<file path="config.mk">
export PLATFORM = sky130hd
export DESIGN_NAME = debug_trace_tx
export DESIGN_NICKNAME = d
export VERILOG_FILES = /design/src/rtl/debug_trace_tx.sv
export SDC_FILE = /design/constraint.sdc
export NUM_CORES = 1
export LEC_CHECK = 0
export ABC_CLOCK_PERIOD_IN_PS = 4800
export CAP_MARGIN = 20
export CORE_ASPECT_RATIO = 1.2
export CORE_MARGIN = 2
export CORE_UTILIZATION = 39
export DETAILED_ROUTE_END_ITERATION = 16
export PLACE_DENSITY_LB_ADDON = 0.1
export SYNTH_ARGS = -nofsm -noshare
export SYNTH_HDL_FRONTEND = slang
export SYNTH_SLANG_ARGS = --single-unit
</file>
<file path="constraint.sdc">
create_clock -name i_clk -period 4.8 [get_ports i_clk]
set_input_delay 0.96 -clock i_clk [delete_from_list [all_inputs] [get_ports i_clk]]
set_output_delay 0.96 -clock i_clk [all_outputs]
set_load 0.01 [all_outputs]
</file>
<file path="src/rtl/debug_trace_tx.sv">
// Commit-trace UART transmitter: buffers retired PCs in a FIFO and prints each one
// as 8 uppercase hex digits plus a newline over an 8N1 TX line.
module debug_trace_tx #(
    parameter int unsigned FIFO_DEPTH   = 16,
    parameter int unsigned CLKS_PER_BIT = 868,
    parameter int unsigned PC_WIDTH     = 32
) (
    input  logic                i_clk,
    input  logic                i_rst,
    input  logic                i_commit_valid,
    input  logic [PC_WIDTH-1:0] i_commit_pc,
    input  logic                i_trace_enable,
    input  logic                i_clear_overflow,
    output logic                o_txd,
    output logic                o_busy,
    output logic                o_overflow,
    output logic [15:0]         o_drop_count
);

    localparam int unsigned AW = $clog2(FIFO_DEPTH);
    localparam int unsigned TW = $clog2(CLKS_PER_BIT);

    typedef enum logic [1:0] {StIdle, StStart, StData, StStop} state_t;

    state_t r_state;
    state_t w_state_next;

    logic [PC_WIDTH-1:0] r_mem [FIFO_DEPTH];
    logic [AW:0]         r_wr_ptr;
    logic [AW:0]         r_rd_ptr;
    logic [PC_WIDTH-1:0] r_line;
    logic [7:0]          r_tx_byte;
    logic [3:0]          r_byte_idx;
    logic [2:0]          r_bit_idx;
    logic [TW-1:0]       r_timer;
    logic                r_txd;
    logic                r_overflow;
    logic [15:0]         r_drop_count;

    logic       w_empty;
    logic       w_full;
    logic       w_push_req;
    logic       w_push;
    logic       w_drop;
    logic       w_pop;
    logic       w_tick;
    logic       w_txd_next;
    logic [7:0] w_ascii;

    // Byte idx 0..7 selects a hex digit (MS nibble first); idx 8 is the newline.
    function automatic logic [7:0] hex_ascii(input logic [31:0] line, input logic [3:0] idx);
        logic [3:0] nib;
        if (idx >= 4'd8) begin
            return 8'h0A;
        end
        nib = 4'(line >> (5'd28 - {idx[2:0], 2'b00}));
        return (nib < 4'd10) ? (8'h30 + {4'h0, nib}) : (8'h37 + {4'h0, nib});
    endfunction

    assign w_empty    = (r_wr_ptr == r_rd_ptr);
    assign w_full     = (r_wr_ptr[AW] != r_rd_ptr[AW]) &&
                        (r_wr_ptr[AW-1:0] == r_rd_ptr[AW-1:0]);
    assign w_push_req = i_commit_valid & i_trace_enable;
    assign w_push     = w_push_req & (~w_full | w_pop);
    assign w_drop     = w_push_req & w_full & ~w_pop;
    assign w_tick     = (r_timer == '0);
    assign w_ascii    = hex_ascii(r_line, r_byte_idx);

    always_ff @(posedge i_clk or posedge i_rst) begin
        if (i_rst) begin
            r_state <= StIdle;
        end else begin
            r_state <= w_state_next;
        end
    end

    // txd is registered from the next-state decode so the pin never glitches.
    always_comb begin
        w_state_next = r_state;
        w_txd_next   = r_txd;
        w_pop        = 1'b0;
        unique case (r_state)
            StIdle: begin
                if (!w_empty) begin
                    w_pop        = 1'b1;
                    w_state_next = StStart;
                    w_txd_next   = 1'b0;
                end
            end
            StStart: begin
                if (w_tick) begin
                    w_state_next = StData;
                    w_txd_next   = w_ascii[0];
                end
            end
            StData: begin
                if (w_tick) begin
                    if (r_bit_idx == 3'd7) begin
                        w_state_next = StStop;
                        w_txd_next   = 1'b1;
                    end else begin
                        w_txd_next = r_tx_byte[r_bit_idx + 3'd1];
                    end
                end
            end
            StStop: begin
                if (w_tick) begin
                    if (r_byte_idx == 4'd8) begin
                        w_state_next = StIdle;
                    end else begin
                        w_state_next = StStart;
                        w_txd_next   = 1'b0;
                    end
                end
            end
            default: begin
                w_state_next = StIdle;
                w_txd_next   = 1'b1;
            end
        endcase
    end

    always_ff @(posedge i_clk or posedge i_rst) begin
        if (i_rst) begin
            r_txd        <= 1'b1;
            r_timer      <= '0;
            r_bit_idx    <= '0;
            r_byte_idx   <= '0;
            r_line       <= '0;
            r_tx_byte    <= '0;
            r_wr_ptr     <= '0;
            r_rd_ptr     <= '0;
            r_overflow   <= 1'b0;
            r_drop_count <= '0;
        end else begin
            r_txd <= w_txd_next;

            // Reload on every bit boundary; the bit timer free-runs only while framing.
            if ((r_state != w_state_next) || (r_state == StData && w_tick)) begin
                r_timer <= TW'(CLKS_PER_BIT - 1);
            end else if (!w_tick) begin
                r_timer <= r_timer - TW'(1);
            end

            if (w_pop) begin
                r_line     <= r_mem[r_rd_ptr[AW-1:0]];
                r_byte_idx <= '0;
                r_rd_ptr   <= r_rd_ptr + 1'b1;
            end
            if (r_state == StStart && w_tick) begin
                r_tx_byte <= w_ascii;
                r_bit_idx <= '0;
            end
            if (r_state == StData && w_tick) begin
                r_bit_idx <= r_bit_idx + 3'd1;
            end
            if (r_state == StStop && w_tick && r_byte_idx != 4'd8) begin
                r_byte_idx <= r_byte_idx + 4'd1;
            end

            if (w_push) begin
                r_wr_ptr <= r_wr_ptr + 1'b1;
            end

            // A drop in the same cycle as a clear still registers as one drop.
            if (w_drop) begin
                r_overflow <= 1'b1;
                if (i_clear_overflow) begin
                    r_drop_count <= 16'd1;
                end else if (r_drop_count != 16'hFFFF) begin
                    r_drop_count <= r_drop_count + 16'd1;
                end
            end else if (i_clear_overflow) begin
                r_overflow   <= 1'b0;
                r_drop_count <= '0;
            end
        end
    end

    always_ff @(posedge i_clk) begin
        if (w_push) begin
            r_mem[r_wr_ptr[AW-1:0]] <= i_commit_pc;
        end
    end

    assign o_txd        = r_txd;
    assign o_busy       = (r_state != StIdle) | ~w_empty;
    assign o_overflow   = r_overflow;
    assign o_drop_count = r_drop_count;

endmodule

</file>
Word-level counts from Yosys, hierarchy flattened

Memories as Yosys holds them, arrays and structs flattened. A register that Yosys moved wholly into a read port is not among the register bits.
Cells that the tools add are included.

Bits in registers: 55
Memories kept: 1
Bits in writable memories: 512

Memory list:

| name  | words | width | rd ports | clocked after Yosys merged registers in | wr ports | RTL line | RTL |
|---|---|---|---|---|---|---|---|
| r_mem | 16    | 32    | 1        | 1                                       | 1        | 28       | `logic [PC_WIDTH-1:0] r_mem [FIFO_DEPTH];` |

Shifts and indexed selects: 1
Order comparisons: 3
Reduce and logical (&&, ||, !) cells: 15
Add/sub/neg operators: 9
Multiplexer cells: 36
Bitwise operators: 9
Eq/ne operators: 17

Operator list:

| cell                                                                 | count |
|---|---|
| 16-bit 2-to-1 mux                                                    | 4 |
| 32-bit by 5-bit right shift with 4-bit output                        | 1 |
| 10-bit 2-to-1 mux                                                    | 2 |
| 16-bit by 1-bit adder with 16-bit output, second input constant      | 1 |
| 8-bit 2-to-1 mux                                                     | 2 |
| 16-bit != test, second input constant                                | 1 |
| 1-bit 2-to-1 mux                                                     | 15 |
| 6-bit by 4-bit adder with 7-bit output, first input constant         | 2 |
| 5-bit by 1-bit adder with 5-bit output, second input constant        | 2 |
| 10-bit logical NOT                                                   | 1 |
| 2-bit 2-to-1 mux                                                     | 5 |
| 2-bit != test, second input constant                                 | 5 |
| 2-bit nonzero test                                                   | 5 |
| 10-bit by 1-bit subtractor with 10-bit output, second input constant | 1 |
| 4-bit 2-to-1 mux                                                     | 2 |
| 2-bit case mux with 4 select lines                                   | 1 |
| 7-bit 2-to-1 mux                                                     | 1 |
| 3-bit 2-to-1 mux                                                     | 2 |
| 5-bit == test                                                        | 1 |
| 1-bit logical AND                                                    | 5 |
| 5-bit AND reduction                                                  | 1 |
| 5-bit subtractor, first input constant                               | 1 |
| 4-bit by 1-bit adder with 4-bit output, second input constant        | 1 |
| 1-bit bitwise AND                                                    | 4 |
| 20 further kinds                                                     | 24 |

Logic depth before layout (Yosys ltp)

Gate-level depths: netlist of run 1.

Depth after elaboration: 7
Depth in mapped cells: 9

Worst setup path before layout of run 1

OpenSTA, ideal clock, no wires.

Path type: input -> register
Start point: input port i_trace_enable
End point: memory r_mem[3][0] (enable)
Path buffers: 1
Arrival time: 3.722 ns
Stages on the path: 4
Setup slack: 0.616 ns
Path through: o311a_1 clkbuf_1 nand2_1 nor3_1

Cells in the longest elaborated chain, start to end: 4

Ends and longest elaborated chain:

| what                                   | RTL line | RTL |
|---|---|---|
| start: declaration                     | 12       | `input logic i_trace_enable,` |
| 1-bit bitwise AND                      | 63       | `assign w_push_req = i_commit_valid & i_trace_enable;` |
| 1-bit bitwise AND                      | 64       | `assign w_push = w_push_req & (~w_full \| w_pop);` |
| 1-bit 2-to-1 mux                       | 181      | `if (w_push) begin` |
| 1-bit 2-to-1 mux (not written as such) | 182      | `r_mem[r_wr_ptr[AW-1:0]] <= i_commit_pc;` |
| end: declaration                       | 28       |  |

No other way between the ends.

Final worst setup path of run 1

Start point: register r_wr_ptr[2]
End point: output port o_busy

Cells in the longest elaborated chain, start to end: 3

Ends and longest elaborated chain:

| what                     | RTL line | RTL |
|---|---|---|
| start: declaration       | 29       | `logic [AW:0] r_wr_ptr;` |
| start signal: assignment | 162      | `r_wr_ptr <= r_wr_ptr + 1'b1;` |
| 5-bit == test            | 60       | `assign w_empty = (r_wr_ptr == r_rd_ptr);` |
| 1-bit NOT                | 187      | `assign o_busy = (r_state != StIdle) \| ~w_empty;` |
| 1-bit bitwise OR         | 187      |  |
| end: declaration         | 15       | `output logic o_busy,` |

No other way between the ends.

==> results of run 1 <==
-- layout make-up --
class,instances,area [um^2]
inverter,15,57.6
clock inverter,33,422
multi-input combinational,524,5990
tap,808,1010
clock buffer,80,1640
sequential,598,17500
fill,5220,32900
timing repair buffer,90,913
-- how the worst min path moves through the flow --
stage	slack, ps	cells past startpoint	end
after floorplan	440	2	r_line[10]$_DFFE_PP0P_
after global placement	460	2	r_line[7]$_DFFE_PP0P_
after detailed placement	460	2	r_line[23]$_DFFE_PP0P_
after CTS	480	2	r_line[23]$_DFFE_PP0P_
after global routing	510	2	r_line[15]$_DFFE_PP0P_
final	470	2	r_line[7]$_DFFE_PP0P_
-- metal layers --
metal	vias up	wire, um	GRT usage
met2	164	26500	0.293
met1	6085	23300	0.231
met3	66	1570	0.0260
met4	0	894	0.0391
met5	-	0	0
li1	4992	-	-
-- worst max-delay path, stage by stage (launching register included) --
cell and delay (ps):
dfrtp_1 620, xnor2_1 170, nand4_1 280, nor2_1 440, nand2_1 90, clkdlybuf4s50_1 490
-- sequential cells by signal, indices dropped and copies added, names as in the netlist --
signal	cells
o_overflow	1
o_drop_count	16
r_rd_ptr	5
r_mem	512
r_byte_idx	4
r_timer	10
r_wr_ptr	5
o_txd	1
r_tx_byte	7
r_state	2
r_line	32
r_bit_idx	3
-- synthesized netlist by cell type, types with 3 or more instances --
library cell    n  area share
a21oi_1        12      0.0025
edfxtp_1      512        0.65
nand2_1       138       0.022
ha_1           16      0.0084
nand4_1         4      0.0011
mux4_2        169        0.16
nor3_1          9      0.0019
clkbuf_1       32      0.0051
nor4_2          3      0.0016
mux2_2          4      0.0019
nor2_1         40      0.0063
dfrtp_1        85       0.090
xnor2_1        28       0.010
nand2b_1        4      0.0011
buf_2           7      0.0015
nor2b_1         5      0.0013
xor2_1          5      0.0018
nand3_1        11      0.0023
o21ai_0        18      0.0038
nor3b_1         3     0.00095
buf_1          16      0.0025
nor4_1          8      0.0021
inv_1          15      0.0024
a31oi_1         3     0.00079
mux2i_1         5      0.0021
and2_1          3     0.00079
-- kinds of logic after synthesis --
family / share of synthesized area
AOI/OAI and AO/OA: 0.0155
xor gates and xnor gates: 0.0122
adders and majority gates: 0.00845
buffers and inverters: 0.0129
DFF: 0.740
muxes: 0.165
and+or+nand+nor: 0.0465
-- power groups by stage --
| stage | combinational (mW) | clock, mW | sequential [mW] |
|---|---|---|---|
| global placement | 0.580 | 0 | 6.08 |
| floorplan | 0.286 | 0 | 6.04 |
| finish | 0.566 | 4.87 | 5.97 |
| CTS | 0.586 | 5.01 | 5.97 |
| detailed placement | 0.583 | 0 | 6.08 |
| global route | 0.617 | 5.19 | 5.99 |
-- cell usage in the layout (no fill, tap or decap), types with 12 or more instances in the layout --
cell / instances
clkbuf_16: 60
nor2_4: 12
xnor2_1: 28
clkdlybuf4s50_1: 55
inv_1: 14
mux4_2: 169
dfrtp_1: 81
a21oi_1: 12
edfxtp_1: 512
nor2_1: 28
ha_1: 16
o21ai_0: 17
buf_4: 27
clkinv_2: 14
nand2_1: 138
clkbuf_1: 14
-- stage by stage --
| stage | hold slack (ps) | utilization | instances |
|---|---|---|---|
| 3_5_place_dp | 464 | 0.422 | 2034 |
| 4_1_cts | 480 | 0.456 | 2147 |
| 6_report | 475 | 0.456 | 2148 |
| 2_1_floorplan | 440 | - | 1196 |
| 3_3_place_gp | 458 | 0.422 | 2034 |
| 5_1_grt | 511 | 0.456 | 2148 |
==> run metrics, run 1 <==
Flop pwr share=0.524; die height=274 um; Core Rows=99; worst-case clock buffer depth=3; drt first pass iters=5; clk root buf=clkbuf_16; worst r2r path cells=6; Seq/Total Area, Yosys=0.740; Mapped Area=23700 um^2; RSZ-0062 raised after global routing=no; Horiz. Die Dim=229 um; clk slew on worst S/H paths=60 ps; DP HPWL=29.7 mm; Max Cap Viol=0; fmax=274 MHz; core area=60400 um^2; pwr dens=414 nW/um^2; CTS sink cnt=598; Design Area, Final=27600 um^2; fin. max-slew vios=0; Clk network pwr share=0.427; sw frac=0.216; Ant. Diodes=0; gr usage total=0.171; Final setup viols=0; DR vias=11300; H-tree depth=2; DP Area=25500 um^2; Final Skew=23.9 ps; Port Buf Inserts=55; count of cell types in the netlist=58; Async SR Flop Fraction=0.144; vias per cell=5.26; CP max FO=10; GR Overflow Total=0; worst vdd rail ir drop=0.302 mV; largest net degree at the start of global routing=132; worst r2r src=r_state[0]$_DFF_PP0_; DRC violations left=0; Sw Pwr=2.46 mW; Crit. Startpoint=r_wr_ptr[2]$_DFFE_PP0P_; remaining antenna violation count after routing=0; slew margin rel.=0.387; YS warnings=0; Main synth FF type=edfxtp_1; Final Critical Period=3650 ps; synthesis-stage register bit count=598; CTS resizes=0; Top Ports=56; die area=62700 um^2; final setup margin=1150 ps; CTS tree=done; min-delay worst type=flip-flop to flip-flop; first-pass GRT wire length=79.7 mm; Tot Pwr=11.4 mW; Syn Nets=1249; vias in the first global route=12200; R2R setup slack=1790 ps; Gate Count Post-Synth=1196; Num CTS Buffers=60; DP Worst Slack=1360 ps; CP arrival=2690 ps; Worst-Margin Slew=919 ps; Layout area overhead=16.4%; Setup crit start kind=flip-flop; Critical Path End Type=output pin; WL/cell=24.3 um; layout cells sized above 1=0.253; Avg Cell Area, Syn=19.8 um^2; Nets=1342; final hold vios=0; Comb power frac=0.050; Post-synth EDFFs=512; GP Congestion=0.727; final wirelength=52.2 mm; hold buffer count at CTS=0; DRT iter0 DRCs=879; CP Class=flip-flop to output pin; final period utilization=0.760; Worst setup endpoint=o_busy; final setup TNS=0 ps; Leak=9.04 nW; Worst R2R End=r_mem[7][5]$_DFFE_PP_; postcts setup bufs=0; Clk Latency, worst-skew pair=620 ps; Hold Crit Start=r_line[7]$_DFFE_PP0P_; internal power=8.95 mW; Initial Utilization=0.392; initial antenna violation count=0; status=finished clean; CP required=3840 ps
No activity file was read; power rests on OpenSTA's default activity.
==> run 2, diff against run 1 <==
ABC_CLOCK_PERIOD_IN_PS = 3110   (was 4800)
clock period = 3.11 ns   (was 4.8 ns; I/O delays follow)
==> run 2 against run 1 <==
  * Worst setup slack got worse by 1000 ps
  * Die area unchanged
  * Cell area increased by 1.1%
  * Combinational power grew 87%
  * Via count is 2.0% higher
  * Sequential cell count unchanged
  * Clock skew increased by 11 ps
  * Critical path depth is the same
  * Highest routed layer unchanged
  * Largest cell class unchanged
  * Sequential share of layout area down 0.70 points
  * Clock power is 51% higher
  * Hold slack got worse by 150 ps
==> run metrics, run 2 (synthesis results as in run 1) <==
status=finished clean; min-delay worst type=input pin to asynchronous set/reset pin; initial antenna violation count=0; die height=274 um; worst-case clock buffer depth=3; DR vias=11500; Final Skew=34.9 ps; area used by multi-input combinational logic=6010 um^2; CTS sink cnt=598; DRT iter0 DRCs=812; CTS tree=done; Port Buf Inserts=55; CP Class=flip-flop to output pin; clk root buf=clkbuf_16; DP HPWL=32.3 mm; Initial Utilization=0.392; worst vdd rail ir drop=0.489 mV; GP Congestion=0.752; FF/Latch Area=17500 um^2; Core Rows=99; Design Area, Final=27900 um^2; Setup crit start kind=flip-flop; largest net degree at the start of global routing=132; slew margin rel.=0.406; critical path's slowest cell=dfrtp_4; max incr delay on CP=520 ps; CP max FO=4; fmax=335 MHz; DP Area=25900 um^2; Critical Path End Type=output pin; layout cells sized above 1=0.263; H-tree depth=2; final hold vios=0; hold buffer count at CTS=0; Ant. Diodes=0; gr usage total=0.179; fin util=0.461; Worst-Margin Slew=890 ps; Clk Latency, worst-skew pair=650 ps; final setup TNS=0 ps; WL/cell=25.3 um; Final setup viols=0; RSZ-0062 raised after global routing=no; Top Ports=56; Final Critical Period=2990 ps; Num CTS Buffers=61; CP required=2490 ps; fin. max-slew vios=0; GR Overflow Total=0; family with the most delay on the worst path=simple AND/OR/NAND/NOR gates; most frequent cells in the layout=512 x edfxtp_1, 169 x mux4_2, 138 x nand2_1; DRC violations left=0; worst r2r src=r_rd_ptr[0]$_DFFE_PP0P_; drt first pass iters=5; die area=62700 um^2; core area=60400 um^2; Horiz. Die Dim=229 um; Nets=1369; vias per cell=5.30; Max Cap Viol=0; leading cell type in the layout, fill and taps excluded=edfxtp_1; vias in the first global route=12300; Leak=9.18 nW; max FFs per register=512; pwr dens=630 nW/um^2; remaining antenna violation count after routing=0; Crit. Startpoint=r_rd_ptr[0]$_DFFE_PP0P_; CP arrival=2370 ps; CP cell instances=xnor2_1 -> nand4_1 -> nor2_2 -> nand2_1 -> clkdlybuf4s50_1; first-pass GRT wire length=82.4 mm; final wirelength=55.1 mm; Layout area overhead=17.7%; clk slew on worst S/H paths=60 ps; CP bufs+invs=1; final period utilization=0.961; Filler Cell Count=5206
-- run 2: changes by cell type in the layout (fill, tap and decap cells not counted), sizes merged --
cell and change:
buf +26, clkinv +12, clkinvlp -1, bufinv -2
clkbuf -8, inv +1
-- run 2: path summary, 6_finish.rpt --
kind,cells after the start,slack (ps),end
setup / recovery,5,120,o_busy
hold / removal,2,320,o_drop_count[2]$_DFFE_PP0P_
setup reg to reg,7,240,o_drop_count[11]$_DFFE_PP0P_
hold reg to reg,2,480,r_line[20]$_DFFE_PP0P_
max in group asynchronous,3,2120,o_txd$_DFFE_PP1P_
min in group i_clk,2,480,r_line[20]$_DFFE_PP0P_
-- run 2: per-layer routing --
metal	up-vias	share of wire	global-route usage
li1	5048	-	-
met3	73	0.041	0.0275
met4	0	0.022	0.0477
met2	250	0.50	0.303
met1	6161	0.43	0.245
met5	-	0	0
-- run 2: what timing repair did --
action                                  4_1_cts  5_1_grt
resized for setup                             0        1
endpoints found under the setup margin        0        1
buffers inserted                              0        2
-- run 2: report_power, final --
part / internal (mW) / switching (mW) / total, mW
clock: 4.20 / 3.13 / 7.33
sequential: 9.09 / 0.0986 / 9.19
combinational: 0.364 / 0.696 / 1.06
total: 13.7 / 3.92 / 17.6
-- run 2: area by class of cell --
| class | instances | share of cell area |
|---|---|---|
| flip-flops and latches | 598 | 0.629 |
| clock inverters | 43 | 0.0160 |
| repair buffers | 116 | 0.0447 |
| multi-input cells | 524 | 0.216 |
| clock buffers | 72 | 0.0562 |
| well taps | 808 | 0.0363 |
| inverters | 15 | 0.00206 |
-- run 2: through the flow --
| stage | cells | power (mW) | setup WS (ps) | hold WS [ps] |
|---|---|---|---|---|
| floorplan | 1196 | 9.78 | -103 | 440 |
| global placement | 2059 | 10.4 | 273 | 454 |
| detailed placement | 2059 | 10.4 | 284 | 464 |
| CTS | 2174 | 17.8 | 21.3 | 313 |
| global route | 2176 | 18.2 | 10.2 | 341 |
| finish | 2176 | 17.6 | 123 | 324 |
==> run 3, diff against run 2 <==
ABC_AREA = 1   (was default)
REMOVE_ABC_BUFFERS = 1   (was default)
==> run 3 against run 2 <==
  * Sequential cell count is the same
  * Maximum frequency fell by 0.61%
  * Worst setup slack got worse by 18 ps
  * First-iteration DRC count rose by 65%
  * Core utilization shrank 0.52 points
  * Combinational power fell by 16%
  * Sequential power about the same
  * Cell area increased by 1.3%
  * Sequential share of layout area decreased by 0.83 points
  * Critical path type unchanged
  * Critical endpoint unchanged
==> run metrics, run 3 <==
status=finished clean; Layout area overhead=15.7%; WL met1=29.6 mm; Final setup viols=0; final wirelength=65.8 mm; sw frac=0.223; worst-case clock buffer depth=3; Core Rows=100; Horiz. Die Dim=232 um; Setup crit start kind=flip-flop; worst r2r src=r_state[1]$_DFF_PP0_; initial antenna violation count=0; DRT iter0 DRCs=1340; internal power=13.7 mW; Synth area leaders=edfxtp_1 63%, dfrtp_1 8.7%, nor2_1 5.3%, o21ai_0 5.2%, nand2_1 2.3%; CTS tree=done; first-pass GRT wire length=99.4 mm; Mapped Area=24400 um^2; CP max FO=5; Clk Latency, worst-skew pair=610 ps; DRC violations left=0; Crit. Startpoint=r_rd_ptr[0]$_DFFE_PP0P_; layout cells sized above 1=0.102; worst r2r path cells=9; Hold WS=455 ps; Seq/Total Area, Yosys=0.718; top sig layer=met4; GR Overflow Total=0; leading cell type in the layout, fill and taps excluded=edfxtp_1; max FFs per register=512; Critical Path End Type=output pin; count of cell types in the netlist=44; Max Cap Viol=0; RSZ-0062 raised after global routing=no; Post-Synth Adder-Cell Area=0.00820; slew margin rel.=0.402; DP HPWL=39.4 mm; fmax=333 MHz; R2R setup slack=580 ps; Avg Cell Area, Syn=12.4 um^2; largest family of logic cells by synthesized area=compound AO/OA/AOI/OAI gates; vias per cell=5.42; YS warnings=0; gr usage total=0.206; WL met2=31.6 mm; WL met3=3.23 mm; complex-gate fraction of the synthesized area=0.124; die height=278 um; clk root buf=clkbuf_16; Final Skew=24.9 ps; Flop pwr share=0.522; final hold vios=0; remaining antenna violation count after routing=0; Filler Cell Count=5663; pwr dens=623 nW/um^2; min-delay worst type=input pin to asynchronous set/reset pin; fraction of the mapped netlist area in simple logic gates=0.103; clk slew on worst S/H paths=60 ps; synthesis-stage register bit count=598; Gate Count Post-Synth=1971; Worst setup endpoint=o_busy; final period utilization=0.966; Ant. Diodes=0; Nets=2078; Async SR Flop Fraction=0.144; Num CTS Buffers=66; CP arrival=2380 ps; top-count cell post-synth=edfxtp_1; worst vdd rail ir drop=0.389 mV; Comb power frac=0.051; Top Ports=56; Final Critical Period=3010 ps; CTS sink cnt=598; Synth top cells by count=512 x edfxtp_1, 346 x nor2_1, 256 x o21ai_0, 151 x nand2_1, 85 x dfrtp_1; final setup TNS=0 ps; Post-Synth XOR/XNOR Area=0.0115; Worst-Margin Slew=897 ps; postcts setup bufs=0; die area=64600 um^2; Sw Pwr=3.93 mW; Worst R2R End=r_mem[1][30]$_DFFE_PP_; GP Congestion=0.822; core area=61900 um^2; vias in the first global route=15700; H-tree depth=3; DR vias=15700; Post-synth EDFFs=512; Leak=9.49 nW; post-synthesis mux area share=0; top cell type's share of synthesized area=0.630; Main synth FF type=edfxtp_1; WL/cell=22.7 um; Port Buf Inserts=55; Initial Utilization=0.394; most frequent cells in the layout=512 x edfxtp_1, 328 x nor2_1, 256 x o21ai_0; area leader, netlist=edfxtp_1; largest net degree at the start of global routing=127; Clk network pwr share=0.427; CP required=2490 ps; fin. max-slew vios=0; CP Class=flip-flop to output pin; drt first pass iters=5
## run 3: cell count changes in the layout (fill, tap and decap cells not counted), moves of 21 or more
| cell | before | now |
|---|---|---|
| mux4_2 | 169 | 0 |
| o22ai_1 | 1 | 75 |
| nor2_1 | 27 | 328 |
| xnor2_1 | 28 | 5 |
| inv_1 | 14 | 68 |
| xor2_1 | 5 | 27 |
| a31oi_1 | 3 | 29 |
| nand3_1 | 11 | 67 |
| a21oi_1 | 12 | 33 |
| o21ai_0 | 17 | 256 |
| o21ai_1 | 0 | 27 |
| o221ai_1 | 1 | 53 |
## run 3: worst max-delay path: stages (launching register included)
cell and delay (ps):
dfrtp_4 540, xor2_1 190, a21oi_2 180, nand2_1 110, nor2_4 130, nand2_1 120, clkdlybuf4s50_1 500
## run 3: area by class of cell
| cell class | count | area, um^2 | share of cell area |
|---|---|---|---|
| clock buffer | 92 | 1860 | 0.0659 |
| tap | 816 | 1020 | 0.0361 |
| multi-input combinational | 1171 | 6150 | 0.218 |
| sequential | 598 | 17500 | 0.621 |
| inverter | 83 | 320 | 0.0113 |
| timing repair buffer | 105 | 1130 | 0.0399 |
| clock inverter | 30 | 228 | 0.00806 |
## run 3: power by group through the flow
stage	combinational, mW	sequential (mW)	clock [mW]
detailed placement	0.899	9.35	0
CTS	0.902	9.18	7.69
global placement	0.890	9.34	0
global route	0.976	9.21	8.00
floorplan	0.364	9.33	0
finish	0.895	9.18	7.52
## run 3: logic make-up (layout without fill, tap and decap cells)
family          after synthesis  after routing
compound gates              512            512
xor+xnor                     32             32
fa+ha+maj                    16             16
buf+inv                     202            310
flops                       598            598
simple gates                611            611
## run 3: through the flow
step	instance area, um^2	util	power [mW]	cells	setup slack [ps]
6_report	28200	0.456	17.6	2895	105
5_1_grt	28200	0.456	18.2	2895	30.7
4_1_cts	28200	0.456	17.8	2895	24.0
3_5_place_dp	26200	0.422	10.2	2773	360
3_3_place_gp	26200	0.422	10.2	2773	410
2_1_floorplan	23900	-	9.69	1852	-4810
## run 3: what timing repair did
action | in CTS | in global routing
setup endpoints to repair | 0 | 1
gates resized for setup | 0 | 3
hold buffers | 0 | 0
## run 3: how the worst min path moves through the flow
stage / from / to / slack (ps)
global placement: o_txd$_DFFE_PP1P_ / o_txd$_DFFE_PP1P_ / 460
finish: i_rst / r_state[0]$_DFF_PP0_ / 460
detailed placement: o_txd$_DFFE_PP1P_ / o_txd$_DFFE_PP1P_ / 460
floorplan: r_tx_byte[5]$_DFFE_PP0P_ / r_tx_byte[5]$_DFFE_PP0P_ / 440
global route: i_rst / r_bit_idx[2]$_DFFE_PP0P_ / 490
CTS: i_rst / r_line[5]$_DFFE_PP0P_ / 450
## run 3: metal layers
metal  vias up  GRT usage
met1      7942      0.284
li1       7297          -
met4         0     0.0626
met3        80     0.0339
met5         -          0
met2       381      0.333
